===== src/rtl/multu_sequencer.sv =====
// multu_sequencer: multi-cycle shift-add multiplier for the EX stage.
// Owns HI/LO and stalls the pipeline while a multiply is iterating.
// Build option: define MULT_SIGNED_EN to add the is_signed port (MULT support).
module multu_sequencer #(
  parameter int WIDTH = 32
) (
  input  logic             clk,
  input  logic             rst,
  input  logic             start,
  input  logic [WIDTH-1:0] op_a,
  input  logic [WIDTH-1:0] op_b,
`ifdef MULT_SIGNED_EN
  input  logic             is_signed,
`endif
  input  logic             rd_hi,
  input  logic             rd_lo,
  output logic             stall,
  output logic             busy,
  output logic             done,
  output logic [WIDTH-1:0] hi,
  output logic [WIDTH-1:0] lo
);

  localparam int CW = $clog2(WIDTH);

  typedef enum logic [1:0] {
    ST_IDLE = 2'd0,
    ST_RUN  = 2'd1,
    ST_DONE = 2'd2
  } state_t;

  state_t             state_r;
  logic [CW-1:0]      count_r;
  logic [2*WIDTH-1:0] acc_r;
  logic [2*WIDTH-1:0] mcand_r;
  logic [WIDTH-1:0]   mplr_r;
  logic [WIDTH-1:0]   hi_r;
  logic [WIDTH-1:0]   lo_r;

  logic [WIDTH-1:0]   a_mag_s;
  logic [WIDTH-1:0]   b_mag_s;
  logic [2*WIDTH-1:0] acc_sum_s;
  logic [2*WIDTH-1:0] result_s;

`ifdef MULT_SIGNED_EN
  logic               sign_r;
  logic               sign_s;

  // Magnitude of a two's-complement operand when signed mode is requested.
  // The most negative value maps to 2^(WIDTH-1), which fits unsigned.
  function automatic logic [WIDTH-1:0] mag_of(input logic [WIDTH-1:0] v, input logic sgn);
    logic [WIDTH-1:0] r;
    if (sgn && v[WIDTH-1]) begin
      r = ~v + {{(WIDTH-1){1'b0}}, 1'b1};
    end else begin
      r = v;
    end
    return r;
  endfunction

  // Two's-complement negation of the full-width product.
  function automatic logic [2*WIDTH-1:0] neg_of(input logic [2*WIDTH-1:0] v);
    return ~v + {{(2*WIDTH-1){1'b0}}, 1'b1};
  endfunction
`endif

  // Operand conditioning, next accumulator value and the value written to HI/LO.
  always_comb begin
    acc_sum_s = acc_r + (mplr_r[0] ? mcand_r : {(2*WIDTH){1'b0}});
`ifdef MULT_SIGNED_EN
    a_mag_s  = mag_of(op_a, is_signed);
    b_mag_s  = mag_of(op_b, is_signed);
    sign_s   = is_signed & (op_a[WIDTH-1] ^ op_b[WIDTH-1]);
    if (sign_r) begin
      result_s = neg_of(acc_sum_s);
    end else begin
      result_s = acc_sum_s;
    end
`else
    a_mag_s  = op_a;
    b_mag_s  = op_b;
    result_s = acc_sum_s;
`endif
  end

  // Sequencer FSM with datapath registers; HI/LO update only on RUN->DONE or reset.
  always_ff @(posedge clk) begin
    if (!rst) begin
      state_r <= ST_IDLE;
      count_r <= {CW{1'b0}};
      acc_r   <= {(2*WIDTH){1'b0}};
      mcand_r <= {(2*WIDTH){1'b0}};
      mplr_r  <= {WIDTH{1'b0}};
      hi_r    <= {WIDTH{1'b0}};
      lo_r    <= {WIDTH{1'b0}};
`ifdef MULT_SIGNED_EN
      sign_r  <= 1'b0;
`endif
    end else begin
      case (state_r)
        ST_IDLE, ST_DONE: begin
          if (start) begin
            mcand_r <= {{WIDTH{1'b0}}, a_mag_s};
            mplr_r  <= b_mag_s;
            acc_r   <= {(2*WIDTH){1'b0}};
            count_r <= {CW{1'b0}};
`ifdef MULT_SIGNED_EN
            sign_r  <= sign_s;
`endif
            state_r <= ST_RUN;
          end else begin
            state_r <= ST_IDLE;
          end
        end
        ST_RUN: begin
          acc_r   <= acc_sum_s;
          mcand_r <= mcand_r << 1;
          mplr_r  <= mplr_r >> 1;
          count_r <= count_r + {{(CW-1){1'b0}}, 1'b1};
          if (count_r == CW'(WIDTH - 1)) begin
            hi_r    <= result_s[2*WIDTH-1:WIDTH];
            lo_r    <= result_s[WIDTH-1:0];
            state_r <= ST_DONE;
          end else begin
            state_r <= ST_RUN;
          end
        end
        default: begin
          state_r <= ST_IDLE;
        end
      endcase
    end
  end

  assign busy  = (state_r == ST_RUN);
  assign done  = (state_r == ST_DONE);
  assign stall = busy & (start | rd_hi | rd_lo);
  assign hi    = hi_r;
  assign lo    = lo_r;

endmodule


===== config.mk =====
export PLATFORM = sky130hd
export DESIGN_NAME = multu_sequencer
export DESIGN_NICKNAME = d
export VERILOG_FILES = /design/src/rtl/multu_sequencer.sv
export SDC_FILE = /design/constraint.sdc
export NUM_CORES = 1
export LEC_CHECK = 0
export ABC_CLOCK_PERIOD_IN_PS = 4300
export CAP_MARGIN = 20
export CORE_ASPECT_RATIO = 1.5
export CORE_MARGIN = 2
export CORE_UTILIZATION = 57
export CTS_BUF_LIST = sky130_fd_sc_hd__clkbuf_16
export DETAILED_ROUTE_END_ITERATION = 12
export PLACE_DENSITY = 0.88
export SYNTH_ARGS = -nofsm -noshare
export SYNTH_HDL_FRONTEND = slang
export SYNTH_SLANG_ARGS = --single-unit

===== constraint.sdc =====
create_clock -name clk -period 4.3 [get_ports clk]
set_input_delay 0.86 -clock clk [delete_from_list [all_inputs] [get_ports clk]]
set_output_delay 0.86 -clock clk [all_outputs]
set_load 0.05 [all_outputs]

Word-level counts from Yosys, hierarchy flattened
Cells that the tools add are included.
{"block": "word_totals", "wordCells": 33, "output_inout_bits": 67, "in_bits": 69, "regBits": 231}
{"block": "op_classes", "reduce_logical": 5, "eq_ne": 4, "n_addsub": 2, "n_bitwise": 3, "muxes": 12}
{"operator": "$pmux 64 s2", "n": 2}
{"operator": "$mux 64", "n": 3}
{"operator": "$add 64x64->64", "n": 1}
{"operator": "$pmux 32 s2", "n": 1}
{"operator": "$mux 32", "n": 1}
{"operator": "$pmux 5 s2", "n": 1}
{"operator": "$add 5x1->5 const B", "n": 1}
{"operator": "$eq 5x5->1 const B", "n": 1}
{"operator": "$mux 5", "n": 1}
{"operator": "$pmux 2 s2", "n": 1}
{"operator": "$reduce_and 2->1", "n": 2}
{"operator": "$eq 2x1->1 const B", "n": 1}
{"operator": "$eq 2x2->1 const B", "n": 1}
{"operator": "$logic_not 2->1", "n": 1}
{"operator": "$mux 2", "n": 1}
{"operator": "$ne 2x2->1 const B", "n": 1}
{"operator": "$or 1x1->1", "n": 2}
{"operator": "$reduce_bool 2->1", "n": 1}
{"operator": "$reduce_or 2->1", "n": 1}
{"operator": "$and 1x1->1", "n": 1}
{"operator": "$mux 1", "n": 1}

Depth between registers and ports, before layout
Gate-level depths: netlist (run 1).
{"block": "depth", "ltp_word": 4, "mapped_depth": 15, "mapped_depth_nobuf": 13}

Least setup slack after synthesis (run 1)
OpenSTA, ideal clock, no wires.
{"block": "synth_timing", "kind": "register to register", "from": "register mplr_r[0]", "to": "register hi_r[8], in the netlist hi[8]", "synth_period_minus_slack_ps": 3294, "stages_incl_launch_ff": 14, "setup_time_ps": 63, "path_slack_ps": 1006, "path_buffers": 2, "required_time_ps": 4237, "arrival_ps": 3231, "cell_sequence": "dfxtp_1 -> clkbuf_1 -> clkbuf_1 -> nand2_1 -> fa_1 -> nand2b_1 -> a21oi_1 -> o21ai_0 -> a2111oi_2 -> o21ai_1 -> o31ai_1 -> a21oi_1 -> or4_1 -> nand3_1"}
{"block": "synth_between", "elab_chain_cells": 2}
{"item": "start, declared", "line": "36", "text": "logic [WIDTH-1:0] mplr_r;"}
{"item": "start signal, assigned", "line": "93", "text": "mplr_r <= {WIDTH{1'b0}};"}
{"item": "start signal, assigned", "line": "104", "text": "mplr_r <= b_mag_s;"}
{"item": "start signal, assigned", "line": "118", "text": "mplr_r <= mplr_r >> 1;"}
{"item": "$mux 64", "line": "69", "text": "acc_sum_s = acc_r + (mplr_r[0] ? mcand_r : {(2*WIDTH){1'b0}});"}
{"item": "$add 64x64->64", "line": "69"}
{"item": "end signal, assigned", "line": "94", "text": "hi_r <= {WIDTH{1'b0}};"}
{"item": "end signal, assigned", "line": "121", "text": "hi_r <= result_s[2*WIDTH-1:WIDTH];"}
{"item": "end, declared", "line": "37", "text": "logic [WIDTH-1:0] hi_r;"}
No other way between the ends.
A chain may end at the register's enable or synchronous reset.

Worst setup path in the final report (run 1)
Ends and elaborated chain as after synthesis.

==> flow_summary.json, run 1 <==
{
  "status": "finished, final reports clean",
  "critPathLaunchType": "register",
  "antenna_found_initial": 0,
  "skew_ps": 8.25,
  "slew_headroom_pct": 41.2,
  "fmax_mhz": 253,
  "area_growth_pct": 16.9,
  "clock-sinks": 231,
  "drive_gt1_share_pct": 4.87,
  "wl_per_cell_um": 18.5,
  "antenna_cells": 0,
  "cp.arrival_ps": 4420,
  "htreeDepth": 1,
  "fin_crit_ps": 3960,
  "clkTransAtPathRegs_ps": 60,
  "grt_overflow": 0,
  "post_dp_cell_area_sq_mm": 0.0142,
  "cts_tree": "yes",
  "start_util_pct": 57.7,
  "grt_max_degree": 121,
  "final.setup.tns_ps": 0,
  "worstPathRequired_ps": 4770,
  "grt_pass1_wl_um": 59000,
  "hold_viol": 0,
  "io_pins": 136,
  "synthesis.nets": 1737,
  "synthCells": 1602,
  "irDropWorstVdd_mv": 0.328,
  "endpoint_kind": "register",
  "avgSynthCellArea_sq_um": 7.96,
  "min_period_over_period_pct": 92.0,
  "utilization_pct": 67.4,
  "worstMarginPinSlew_ps": 880,
  "numCtsBuffers": 23,
  "yosys_warnings": 0,
  "setup_viol": 0,
  "fin_nets": 1803,
  "hpwl_um": 25700,
  "syn_area_sq_mm": 0.0128,
  "cts_resized": 0,
  "grt_pass1_vias": 12200,
  "viasPerCell": 6.24,
  "synth_top_flop_cell": "dfxtp_1",
  "rows": 67,
  "ys_async_sr_fraction_pct": 0,
  "layout_commonest_cell": "dfxtp_1",
  "layout_common_cells": "231 x dfxtp_1, 213 x nand2_1, 172 x a21oi_1, 135 x clkdlybuf4s50_1, 122 x a22oi_1",
  "path_max_fanout": 6,
  "ys_ff_latch": 231,
  "ys_types": 77,
  "drcViolationCount": 0,
  "gp_congestion": 0.936,
  "hold_class": "reg -> reg",
  "grt_setup_unrepaired": "false",
  "post-route-cell-area_sq_mm": 0.0149,
  "core-area_sq_mm": 0.0221,
  "cts_root_buf": "clkbuf_16",
  "wl_um": 36300,
  "synth_edf_count": 0,
  "grt_usage_pct": 29.8,
  "cts_hold_buf": 0,
  "ant_nets": 0,
  "die_y_um": 187,
  "firstDrtPassIters": 5,
  "die_w_um": 126,
  "first_iter_violations": 926,
  "numPortBuffers": 135,
  "worstSkewPairLatency_ps": 530,
  "vias": 12200,
  "dieArea_sq_mm": 0.0236,
  "seq_area_frac_synth_pct": 36.2,
  "slew_violations": 0,
  "power_density_mw_per_mm2": 309,
  "clk_path_buf_depth": 3,
  "p_total_uw": 4610,
  "cts_setup_buffers": 0,
  "timing.max_cap.violations": 0,
  "path_class": "reg -> reg",
  "total_leakage_power_uw": 0.00583
}
-- state kept, by name, summed over array words and instances, names as in the netlist --
signal   cells
state_r      2
lo          32
count_r      5
acc_r       64
mcand_r     64
mplr_r      32
hi          32
-- Yosys cell counts (4+ instances only) --
cell / number / share of area [%]
dfxtp_1: 231 / 36
nand2_1: 214 / 6.3
a21oi_1: 172 / 6.7
a22oi_1: 122 / 7.2
nor2_1: 121 / 3.6
clkbuf_1: 90 / 2.6
and2_1: 74 / 3.6
o21ai_0: 73 / 2.9
ha_1: 65 / 6.4
a21o_1: 41 / 2.4
nand3_1: 37 / 1.5
inv_1: 28 / 0.82
nand4_1: 28 / 1.4
xnor2_1: 28 / 1.9
xor2_1: 24 / 1.6
nor3_1: 21 / 0.82
a31oi_1: 19 / 0.93
o21a_1: 15 / 0.88
o21bai_1: 13 / 0.76
nor2b_1: 12 / 0.59
buf_1: 11 / 0.32
or3_1: 11 / 0.54
and3_1: 10 / 0.49
a211oi_1: 9 / 0.53
nand2b_1: 9 / 0.44
o211ai_1: 9 / 0.53
a21boi_0: 6 / 0.35
nor4_1: 6 / 0.29
o21ai_1: 6 / 0.24
or4_1: 6 / 0.35
a22o_1: 5 / 0.34
a32o_1: 5 / 0.39
buf_2: 5 / 0.20
o31ai_1: 5 / 0.29
a211o_1: 4 / 0.27
a221o_1: 4 / 0.31
-- critical path, stage by stage (launching register included) --
cell	delay, ps
dfxtp_1	440
and2_1	170
ha_1	160
inv_1	50
fa_1	380
nand2b_1	180
a21oi_1	300
o21ai_0	260
a2111oi_2	650
o21ai_1	240
o31ai_1	400
a21oi_1	180
or4_1	420
nand3_1	80
-- final timing paths --
kind                            startpoint  endpoint  cells after the start  slack (ps)
worst min-delay path                 hi[0]     hi[0]                      2         460
worst max-delay path             mplr_r[0]     hi[8]                     13         340
worst max register to register   mplr_r[0]     hi[8]                     13         340
worst min register to register       hi[0]     hi[0]                      2         460
-- power by group --
group	internal (uW)	switching, uW
sequential	2190	32.0
clock	1160	874
combinational	131	227
total	3470	1130
-- cell type report --
| type | instances | area (sq um) |
|---|---|---|
| Clock buffer | 23 | 576 |
| Clock inverter | 18 | 168 |
| Fill cell | 1834 | 7220 |
| Inverter | 29 | 113 |
| Multi-Input combinational cell | 1226 | 7530 |
| Sequential cell | 231 | 4620 |
| Tap cell | 276 | 345 |
| Timing Repair Buffer | 157 | 1550 |
-- per-stage QoR --
step                hold slack [ps]  setup WS (ps)  std cells
floorplan                       432           1010       1602
global placement                440            601       1919
detailed placement              447            500       1919
CTS                             457            462       1960
global route                    472            170       1960
finish                          456            344       1960
-- cell families (layout without fill, tap and decap cells) --
kind of cell               count (synthesis)  in the layout  share of synthesized area (%)
AOI/OAI and AO/OA                        538            538                           27.6
xor gates and xnor gates                  52             52                           3.57
adders and majority gates                 66             66                           6.53
buffers and inverters                    145            227                           4.89
DFF                                      231            231                           36.2
muxes                                      3              3                          0.235
and+or+nand+nor                          567            567                           20.9
-- metal layers --
metal  global-route usage (%)  wire length, um  vias up
met5                        0                0        -
met4                     14.2             1500        0
met3                     4.29             2170      106
met2                     54.3            18900      447
met1                     33.6            13700     5789
li1                         -                -     5890
Note: power is estimated with default switching activity, not from simulation.
==> run 2: changes to the inputs <==
==> config.mk (replaced) <==
export PLATFORM = sky130hd
export DESIGN_NAME = multu_sequencer
export DESIGN_NICKNAME = d
export VERILOG_FILES = /design/src/rtl/multu_sequencer.sv
export SDC_FILE = /design/constraint.sdc
export NUM_CORES = 1
export LEC_CHECK = 0
export ABC_CLOCK_PERIOD_IN_PS = 3560
export CAP_MARGIN = 20
export CORE_ASPECT_RATIO = 1.5
export CORE_MARGIN = 2
export CORE_UTILIZATION = 45
export CTS_BUF_LIST = sky130_fd_sc_hd__clkbuf_16
export DETAILED_ROUTE_END_ITERATION = 12
export PLACE_DENSITY = 0.76
export SYNTH_ARGS = -nofsm -noshare
export SYNTH_HDL_FRONTEND = slang
export SYNTH_SLANG_ARGS = --single-unit
==> constraint.sdc (replaced) <==
create_clock -name clk -period 3.56 [get_ports clk]
set_input_delay 0.712 -clock clk [delete_from_list [all_inputs] [get_ports clk]]
set_output_delay 0.712 -clock clk [all_outputs]
set_load 0.05 [all_outputs]
==> flow_summary.json, run 2 (synthesis gave the netlist of run 1 again) <==
{
  "fin_cells": 2144,
  "timing.max_cap.violations": 0,
  "cts_tree": "yes",
  "reg2reg_to": "acc_r[52]",
  "drive_gt1_share_pct": 11.6,
  "total_leakage_power_uw": 0.00645,
  "skew_ps": 11.4,
  "crit_buf_inv": 2,
  "worstMarginPinSlew_ps": 940,
  "rows": 75,
  "status": "finished, final reports clean",
  "endpoint_kind": "register",
  "vias": 12400,
  "nFillCells": 2595,
  "clkTransAtPathRegs_ps": 60,
  "worstReg2RegStart": "mplr_r[0]",
  "drcViolationCount": 0,
  "reg2reg_depth": 13,
  "grt_overflow": 0,
  "die_y_um": 210,
  "hold_viol": 0,
  "numCtsBuffers": 23,
  "fmax_mhz": 298,
  "ant_nets": 0,
  "gp_congestion": 0.938,
  "worstSkewPairLatency_ps": 540,
  "slowest_delay_ps": 470,
  "wl_um": 38600,
  "io_pins": 136,
  "power_density_mw_per_mm2": 373,
  "grt_usage_pct": 25.7,
  "post_dp_cell_area_sq_mm": 0.0151,
  "grt_pass1_vias": 12600,
  "first_iter_violations": 783,
  "dieArea_sq_mm": 0.0297,
  "slew_headroom_pct": 37.4,
  "irDropWorstVdd_mv": 0.374,
  "reg_top3": "acc_r (64), mcand_r (64)",
  "startpoint": "mplr_r[0]",
  "slew_violations": 0,
  "clk_path_buf_depth": 3,
  "wl_per_cell_um": 18.0,
  "firstDrtPassIters": 5,
  "fin_crit_ps": 3350,
  "cp.arrival_ps": 3770,
  "post-route-cell-area_sq_mm": 0.0161,
  "path_max_fanout": 13,
  "path_delay_family": "compound AO/OA/AOI/OAI gates",
  "grt_max_degree": 114,
  "fin_nets": 1916,
  "core-area_sq_mm": 0.0280,
  "start_util_pct": 45.6,
  "crit_path_cell_trace": "and2_1 -> ha_1 -> inv_1 -> fa_1 -> nand2b_1 -> a21oi_1 -> o21ai_2 -> a2111oi_4 -> o2111ai_1 -> a21oi_2 -> buf_4 -> o21ai_0 -> a32o_1",
  "setup_viol": 0,
  "numPortBuffers": 135,
  "clock-sinks": 231,
  "min_period_over_period_pct": 94.2,
  "path_class": "reg -> reg",
  "critical_path.slowest_cell": "a2111oi_4",
  "critPathLaunchType": "register",
  "hold_class": "reg -> reg",
  "final.setup.tns_ps": 0,
  "r2r_setup_slack_ps": 210,
  "cp-endpoint": "acc_r[52]",
  "grt_setup_unrepaired": "false",
  "layout_common_cells": "230 x dfxtp_1, 213 x nand2_1, 169 x a21oi_1, 135 x clkdlybuf4s50_1, 131 x buf_4",
  "area_growth_pct": 25.9,
  "worstPathRequired_ps": 3980,
  "dp.cells": 2101,
  "utilization_pct": 57.5,
  "antenna_found_initial": 0,
  "cts_hold_buf": 0,
  "hold_start": "lo[30]",
  "die_w_um": 141,
  "layout_commonest_cell": "dfxtp_1",
  "hpwl_um": 27700,
  "cts_root_buf": "clkbuf_16",
  "worst-path-stages": 13,
  "grt_pass1_wl_um": 62500,
  "htreeDepth": 1,
  "viasPerCell": 5.80,
  "antenna_cells": 0
}
run 2: what timing repair did:
| item | in CTS | in global routing |
|---|---|---|
| gates resized for setup | 4 | 13 |
| setup endpoints to repair | 20 | 25 |
| buffers inserted | 1 | 0 |
| hold endpoints to repair | 0 | 0 |
| pin swaps | 1 | 7 |
run 2: per-stage QoR:
stage	worst slack, ps	hold WS, ps	power [uW]
detailed placement	-398	447	3180
finish	207	455	5990
CTS	37.2	456	6040
global route	18.4	477	6170
floorplan	266	432	2990
global placement	-277	440	3170
run 2: cell type report:
| type | count | area [sq um] | share of cell area, % |
|---|---|---|---|
| repair buffers | 270 | 2410 | 15.0 |
| well taps | 346 | 433 | 2.69 |
| flip-flops and latches | 231 | 4630 | 28.8 |
| inverters | 29 | 114 | 0.709 |
| clock buffers | 23 | 576 | 3.58 |
| clock inverters | 19 | 302 | 1.88 |
| multi-input cells | 1226 | 7600 | 47.3 |
run 2: worst min-delay path, cell delays in order, from the launching register on:
cell,delay (ps)
dfxtp_1,310
nand2_1,50
a21oi_1,50
run 2: where the power goes:
| group | switching (uW) | internal [uW] |
|---|---|---|
| Sequential | 38.7 | 2640 |
| Clock | 1090 | 1760 |
| Combinational | 277 | 172 |
run 2: how the worst min path moves through the flow:
stage                           end  cells after the start  slack, ps
after floorplan           acc_r[25]                      2        430
after global placement    acc_r[34]                      2        440
after detailed placement      lo[4]                      2        450
final                        lo[30]                      2        450
after CTS                     lo[4]                      2        460
after global routing         lo[18]                      2        480
run 2: routing by layer:
metal,track usage (%),wire length [um],vias up
met4,12.7,1890,0
li1,-,-,6113
met3,3.59,1720,107
met1,29.1,15300,5913
met2,46.8,19800,311
met5,0,0,-
